==> config.mk <==
export PLATFORM = sky130hd
export DESIGN_NAME = uart_rx_param
export DESIGN_NICKNAME = d
export VERILOG_FILES = /design/src/rtl/uart_pkg.sv /design/src/rtl/baud_tick_gen.sv /design/src/rtl/uart_rx_param.sv
export SDC_FILE = /design/constraint.sdc
export NUM_CORES = 1
export LEC_CHECK = 0
export BUFFER_PORTS_ARGS = -buffer_cell sky130_fd_sc_hd__buf_2
export CAP_MARGIN = 20
export CORE_ASPECT_RATIO = 1.5
export CORE_UTILIZATION = 52
export DETAILED_ROUTE_END_ITERATION = 10
export PLACE_DENSITY = 0.78
export SLEW_MARGIN = 20
export SYNTH_ARGS = -nofsm -noshare
export SYNTH_HDL_FRONTEND = slang
export SYNTH_HIERARCHICAL = 1
export SYNTH_SLANG_ARGS = --single-unit
==> constraint.sdc <==
create_clock -name clock -period 2.9 [get_ports clock]
set_input_delay 0.725 -clock clock [delete_from_list [all_inputs] [get_ports clock]]
set_output_delay 0.725 -clock clock [all_outputs]
set_load 0.05 [all_outputs]
==> src/rtl/uart_pkg.sv <==
// Shared UART definitions: receiver FSM encoding, legal parameter ranges and parity helper.
// The PARITY state exists only when UART_RX_PARITY_EN is defined.
package uart_pkg;

    localparam int DATA_BITS_MIN  = 5;
    localparam int DATA_BITS_MAX  = 9;
    localparam int STOP_BITS_MIN  = 1;
    localparam int STOP_BITS_MAX  = 2;
    localparam int OVERSAMPLE_MIN = 8;
    localparam int OVERSAMPLE_MAX = 32;

    localparam int SAMPLE_CNT_W = $clog2(OVERSAMPLE_MAX);
    localparam int BIT_CNT_W    = $clog2(DATA_BITS_MAX + 1);

    typedef enum logic [2:0] {
        IDLE  = 3'd0,
        START = 3'd1,
        DATA  = 3'd2,
        STOP  = 3'd3
`ifdef UART_RX_PARITY_EN
        , PARITY = 3'd4
`endif
    } rx_state_e;

    // Nonzero XOR is an error for even parity, zero XOR is an error for odd parity.
    function automatic logic parity_error(input logic [DATA_BITS_MAX-1:0] data,
                                          input logic parity_bit,
                                          input logic odd);
        return (^data) ^ parity_bit ^ odd;
    endfunction

endpackage

==> src/rtl/baud_tick_gen.sv <==
// Oversampling tick generator: one-cycle pulse every CLK_DIV clocks.
// Shared between the UART receiver and transmitter.
module baud_tick_gen #(
    parameter int CLK_DIV = 163
) (
    input  logic clock,
    input  logic reset,
    output logic o_tick
);

    localparam int CNT_W = (CLK_DIV > 1) ? $clog2(CLK_DIV) : 1;
    localparam logic [CNT_W-1:0] LAST = CNT_W'(CLK_DIV - 1);

    logic [CNT_W-1:0] cnt_q, cnt_d;

    always_comb begin
        cnt_d = (cnt_q == LAST) ? '0 : cnt_q + 1'b1;
    end

    always_ff @(posedge clock) begin
        if (!reset) begin
            cnt_q <= '0;
        end else begin
            cnt_q <= cnt_d;
        end
    end

    assign o_tick = (cnt_q == LAST);

endmodule

==> src/rtl/uart_rx_param.sv <==
// Parameterised oversampling UART receiver with valid/ready output and overrun detection.
// Define UART_RX_PARITY_EN to build the parity bit check; otherwise o_parity_err is tied low.
module uart_rx_param #(
    parameter int DATA_BITS  = 8,
    parameter int STOP_BITS  = 1,
    parameter int OVERSAMPLE = 16,
    parameter int CLK_DIV    = 163,
    parameter int PARITY_ODD = 0
) (
    input  logic                 clock,
    input  logic                 reset,
    input  logic                 i_rx,
    output logic [DATA_BITS-1:0] o_data,
    output logic                 o_valid,
    input  logic                 i_ready,
    output logic                 o_frame_err,
    output logic                 o_parity_err,
    output logic                 o_overrun,
    output logic                 o_tick
);

    import uart_pkg::*;

    if (DATA_BITS < DATA_BITS_MIN || DATA_BITS > DATA_BITS_MAX) begin : g_bad_data_bits
        $error("uart_rx_param: DATA_BITS out of range");
    end
    if (STOP_BITS < STOP_BITS_MIN || STOP_BITS > STOP_BITS_MAX) begin : g_bad_stop_bits
        $error("uart_rx_param: STOP_BITS out of range");
    end
    if (OVERSAMPLE < OVERSAMPLE_MIN || OVERSAMPLE > OVERSAMPLE_MAX || (OVERSAMPLE % 2) != 0) begin : g_bad_oversample
        $error("uart_rx_param: OVERSAMPLE must be even and in range");
    end
    if (CLK_DIV < 2 || (PARITY_ODD != 0 && PARITY_ODD != 1)) begin : g_bad_misc
        $error("uart_rx_param: CLK_DIV or PARITY_ODD illegal");
    end

    localparam logic [SAMPLE_CNT_W-1:0] MID_CNT   = SAMPLE_CNT_W'(OVERSAMPLE / 2 - 1);
    localparam logic [SAMPLE_CNT_W-1:0] BIT_END   = SAMPLE_CNT_W'(OVERSAMPLE - 1);
    localparam logic [BIT_CNT_W-1:0]    LAST_DATA = BIT_CNT_W'(DATA_BITS - 1);
    localparam logic [BIT_CNT_W-1:0]    LAST_STOP = BIT_CNT_W'(STOP_BITS - 1);

    logic tick;
    logic rxMeta_q, rxSync_q, rxPrev_q;
    logic rxFall;

    rx_state_e                 state_q, state_d;
    logic [SAMPLE_CNT_W-1:0]   sampleCnt_q, sampleCnt_d;
    logic [BIT_CNT_W-1:0]      bitCnt_q, bitCnt_d;
    logic [DATA_BITS-1:0]      shift_q, shift_d;
    logic                      frameErr_q, frameErr_d;
    logic                      loadWord;

    logic [DATA_BITS-1:0]      outData_q;
    logic                      outValid_q;
    logic                      outFrameErr_q;
    logic                      overrun_q;

`ifdef UART_RX_PARITY_EN
    logic                      parityErr_q, parityErr_d;
    logic                      outParityErr_q;
`endif

    baud_tick_gen #(
        .CLK_DIV(CLK_DIV)
    ) u_tick (
        .clock (clock),
        .reset (reset),
        .o_tick(tick)
    );

    // Two-flop synchronizer plus one history flop for falling-edge detection.
    always_ff @(posedge clock) begin
        if (!reset) begin
            rxMeta_q <= 1'b1;
            rxSync_q <= 1'b1;
            rxPrev_q <= 1'b1;
        end else begin
            rxMeta_q <= i_rx;
            rxSync_q <= rxMeta_q;
            rxPrev_q <= rxSync_q;
        end
    end

    assign rxFall = rxPrev_q & ~rxSync_q;

    always_comb begin
        state_d     = state_q;
        sampleCnt_d = sampleCnt_q;
        bitCnt_d    = bitCnt_q;
        shift_d     = shift_q;
        frameErr_d  = frameErr_q;
        loadWord    = 1'b0;
`ifdef UART_RX_PARITY_EN
        parityErr_d = parityErr_q;
`endif
        case (state_q)
            IDLE: begin
                if (rxFall) begin
                    state_d     = START;
                    sampleCnt_d = '0;
                end
            end
            START: begin
                if (tick) begin
                    if (sampleCnt_q == MID_CNT) begin
                        if (!rxSync_q) begin
                            state_d     = DATA;
                            sampleCnt_d = '0;
                            bitCnt_d    = '0;
                            frameErr_d  = 1'b0;
`ifdef UART_RX_PARITY_EN
                            parityErr_d = 1'b0;
`endif
                        end else begin
                            state_d = IDLE;
                        end
                    end else begin
                        sampleCnt_d = sampleCnt_q + 1'b1;
                    end
                end
            end
            DATA: begin
                if (tick) begin
                    if (sampleCnt_q == BIT_END) begin
                        sampleCnt_d = '0;
                        shift_d     = {rxSync_q, shift_q[DATA_BITS-1:1]};
                        if (bitCnt_q == LAST_DATA) begin
                            bitCnt_d = '0;
`ifdef UART_RX_PARITY_EN
                            state_d  = PARITY;
`else
                            state_d  = STOP;
`endif
                        end else begin
                            bitCnt_d = bitCnt_q + 1'b1;
                        end
                    end else begin
                        sampleCnt_d = sampleCnt_q + 1'b1;
                    end
                end
            end
`ifdef UART_RX_PARITY_EN
            PARITY: begin
                if (tick) begin
                    if (sampleCnt_q == BIT_END) begin
                        sampleCnt_d = '0;
                        parityErr_d = parity_error(DATA_BITS_MAX'(shift_q), rxSync_q, PARITY_ODD[0]);
                        state_d     = STOP;
                    end else begin
                        sampleCnt_d = sampleCnt_q + 1'b1;
                    end
                end
            end
`endif
            STOP: begin
                // Leaving at the last mid-bit sample lets a start edge half a bit later be caught.
                if (tick) begin
                    if (sampleCnt_q == BIT_END) begin
                        sampleCnt_d = '0;
                        if (!rxSync_q) begin
                            frameErr_d = 1'b1;
                        end
                        if (bitCnt_q == LAST_STOP) begin
                            bitCnt_d = '0;
                            state_d  = IDLE;
                            loadWord = 1'b1;
                        end else begin
                            bitCnt_d = bitCnt_q + 1'b1;
                        end
                    end else begin
                        sampleCnt_d = sampleCnt_q + 1'b1;
                    end
                end
            end
            default: begin
                state_d = IDLE;
            end
        endcase
    end

    always_ff @(posedge clock) begin
        if (!reset) begin
            state_q     <= IDLE;
            sampleCnt_q <= '0;
            bitCnt_q    <= '0;
            shift_q     <= '0;
            frameErr_q  <= 1'b0;
`ifdef UART_RX_PARITY_EN
            parityErr_q <= 1'b0;
`endif
        end else begin
            state_q     <= state_d;
            sampleCnt_q <= sampleCnt_d;
            bitCnt_q    <= bitCnt_d;
            shift_q     <= shift_d;
            frameErr_q  <= frameErr_d;
`ifdef UART_RX_PARITY_EN
            parityErr_q <= parityErr_d;
`endif
        end
    end

    // A word loads when the holding register is free or being accepted; otherwise it is dropped.
    always_ff @(posedge clock) begin
        if (!reset) begin
            outData_q      <= '0;
            outValid_q     <= 1'b0;
            outFrameErr_q  <= 1'b0;
            overrun_q      <= 1'b0;
`ifdef UART_RX_PARITY_EN
            outParityErr_q <= 1'b0;
`endif
        end else begin
            overrun_q <= loadWord & outValid_q & ~i_ready;
            if (loadWord && (!outValid_q || i_ready)) begin
                outData_q      <= shift_q;
                outFrameErr_q  <= frameErr_d;
                outValid_q     <= 1'b1;
`ifdef UART_RX_PARITY_EN
                outParityErr_q <= parityErr_q;
`endif
            end else if (outValid_q && i_ready) begin
                outValid_q <= 1'b0;
            end
        end
    end

    assign o_data      = outData_q;
    assign o_valid     = outValid_q;
    assign o_frame_err = outFrameErr_q;
    assign o_overrun   = overrun_q;
    assign o_tick      = tick;
`ifdef UART_RX_PARITY_EN
    assign o_parity_err = outParityErr_q;
`else
    assign o_parity_err = 1'b0;
`endif

endmodule

==> reports/qor.yml <==
status:
  outcome: "finished clean"
synth:
  synthMuxAreaShare_pct: 8.94
  netlist_area_um2: 2010
  syn_inst: 204
  yosysTopAreaCellShare_pct: 41.7
  synth_compound_gate_area_share_pct: 12.2
  synth_commonest_cells: "dfxtp_1, mux2i_1, nor2b_1"
  avgSynthCellArea_um2: 9.87
  synthArstFlopShare_pct: 0
  synth_ff_type: "dfxtp_1"
  synthAdderAreaFrac_pct: 3.73
  synth.most_common_cell: "dfxtp_1"
  synth_xor_area_share_pct: 1.30
  synthSimpleGateAreaFrac_pct: 27.8
  syn-num-nets: 214
  seq_area_frac_synth_pct: 41.7
  synth_top_area_cell: "dfxtp_1"
  ys_warn_count: 6
  ys_ff_latch: 42
  synth_top_family_by_area: "simple AND/OR/NAND/NOR gates"
  synth-edff-count: 0
  yosys-top-cells-area: "dfxtp_1, mux2i_1, nor2b_1"
  synth_cell_type_count: 50
placement:
  place_inst: 252
  routabilityCongestion: 0.779
  port_buffers: 15
  hpwl_um: 2420
power_and_ir_drop:
  seq_power_share_pct: 49.8
  power.internal_w: 0.000944
  p_sw_w: 0.000248
  comb_power_share_pct: 3.2
  netSwitchingFraction_pct: 20.8
  p_per_area_nw_per_um2: 530
  clockPowerShare_pct: 47.0
  p_leak_nw: 0.788
  max-vdd-ir-drop_v: 0.000487
timing:
  max_freq_ghz: 0.401
  tns_ns: 0
  hold_viol_final: 0
  max-slew-margin-rel_pct: 56.8
  period_share_pct: 86.0
  slew_violations: 0
  tightestPinTransition_ns: 0.647
  rsz0062_at_grt: "false"
  setup_viol: 0
  finalClockSkew_ns: 0.00959
  period_needed_ns: 2.49
critical_path:
  required_ns: 2.17
  critPathMaxFanout: 7
  critPathKind: "register to output pin"
  endpoint: "o_tick"
  r2r-start: "u_tick/cnt_q[1]"
  r2r_end: "shift_q[1]"
  r2r_slack_ns: 0.72
  r2r_cells: 7
  cp.arrival_ns: 1.77
  crit_start: "u_tick/cnt_q[1]"
  end_kind: "output pin"
  cp-start-kind: "register"
clocking:
  cts_setup_buffers: 0
  cts_tree: "done"
  h-tree-depth: 2
  path_clk_slew_ns: 0.08
  clkLatencyLatePin_ns: 0.30
  hold_buffers: 0
  cts_made_buffers: 5
  clock_path_buffers: 2
  cts_sinks: 42
  cts_resized: 0
  clockRootBuffer: "clkbuf_8"
global_routing:
  grt_pass1_wl_um: 6130
  track_usage_pct: 20.1
  antenna_found_initial: 0
  overflow: 0
  grt_pass1_vias: 1373
  grt_max_degree: 42
final_layout:
  multiInputGateArea_um2: 1110
  stdcell_count: 260
  fillers: 333
  area_delta_synth_final_pct: 11.6
  nNetsFinal: 226
  drive_above_1_share_pct: 15.7
  regArea_um2: 841
  antennaDiodeCount: 0
route:
  vias: 1492
  viasPerCell: 5.74
  drt.antenna.violating_nets: 0
  drc: 0
  wl_um: 3650
  drtIter0Drc: 29
  dr.pass1.iters: 4
  wl_per_cell_um: 14.0
run:
  cap_violations: 0
hold_path:
  hold_path_class: "register to register"
die:
  start_util_pct: 54.7
  die_w_um: 52.8
  ioPinCount: 17
  dieArea_um2: 4130
  coreArea_um2: 3680
  die_h_um: 78.2
  rows: 27
## sequential cells by signal, summed over array words and instances, names as in the netlist
register      flops
o_frame_err       1
rxMeta_q          1
frameErr_q        1
o_data            8
sampleCnt_q       5
o_valid           1
shift_q           8
rxSync_q          1
state_q           2
u_tick/cnt_q      8
o_overrun         1
bitCnt_q          4
rxPrev_q          1
## per-layer routing
metal,wire length (um),global-route usage (%),vias to the layer above
li1,-,-,758
met1,1600,22.8,709
met2,1890,33.9,18
met3,96,5.04,7
met4,69,9.21,0
met5,0,0,-
## placed cells by master, fill, tap and decap left out, types with 5 or more instances in the layout
cell	n
a21oi_1	5
buf_2	15
clkbuf_8	5
dfxtp_1	42
ha_1	6
inv_1	6
mux2i_1	18
nand2_1	10
nand2b_1	5
nand3_1	15
nor2_1	9
nor2b_1	18
o21ai_0	5
## worst min path at each step
stage          endpoint  depth (start not counted)  slack, ns      from
4_1_cts        rxSync_q                          1       0.41  rxMeta_q
2_1_floorplan  rxSync_q                          1       0.39  rxMeta_q
5_1_grt        rxSync_q                          1       0.43  rxMeta_q
3_3_place_gp   rxSync_q                          1       0.39  rxMeta_q
6_report       rxSync_q                          1       0.41  rxMeta_q
3_5_place_dp   rxSync_q                          1       0.40  rxMeta_q
## stage by stage
step                utilization [%]  hold WS [ns]  total power [W]  setup slack, ns  instance area [um2]
global placement               57.3         0.389         0.000645            0.768                 2110
global route                   61.1         0.435          0.00123            0.274                 2250
finish                         61.1         0.409          0.00119            0.407                 2250
CTS                            61.1         0.414          0.00120            0.386                 2250
detailed placement             57.3         0.396         0.000645            0.721                 2110
floorplan                         -         0.386         0.000639            0.447                 2030
## power groups by stage
stage | clock network (W) | logic, W | registers (W)
after floorplan | 0 | 0.0000383 | 0.000601
after global placement | 0 | 0.0000384 | 0.000606
after detailed placement | 0 | 0.0000386 | 0.000607
after CTS | 0.000568 | 0.0000386 | 0.000593
after global routing | 0.000589 | 0.0000421 | 0.000595
final | 0.000560 | 0.0000383 | 0.000593
## cell type report
cell class / count / area share, %
inverters: 6 / 1.00
clock buffers: 5 / 3.06
multi-input cells: 145 / 49.4
repair buffers: 16 / 3.67
clock inverters: 3 / 3.06
flip-flops and latches: 42 / 37.4
well taps: 43 / 2.39
## kinds of logic (layout without fill, tap and decap cells)
logic type / count (synthesis) / count (layout)
multiplexers: 18 / 18
other: 1 / 1
XOR/XNOR: 3 / 3
AND/OR/NAND/NOR: 86 / 86
flip-flops: 42 / 42
buffers and inverters: 17 / 30
AO/OA/AOI/OAI: 31 / 31
adder cells (fa/ha/maj): 6 / 6
## worst max-delay path, stage by stage, from the launching register on
cell and delay, ns:
dfxtp_1 0.42, ha_1 0.22, nand4bb_4 0.15, nor4_4 0.34, buf_2 0.35
Power figures use the tool's default switching activity.
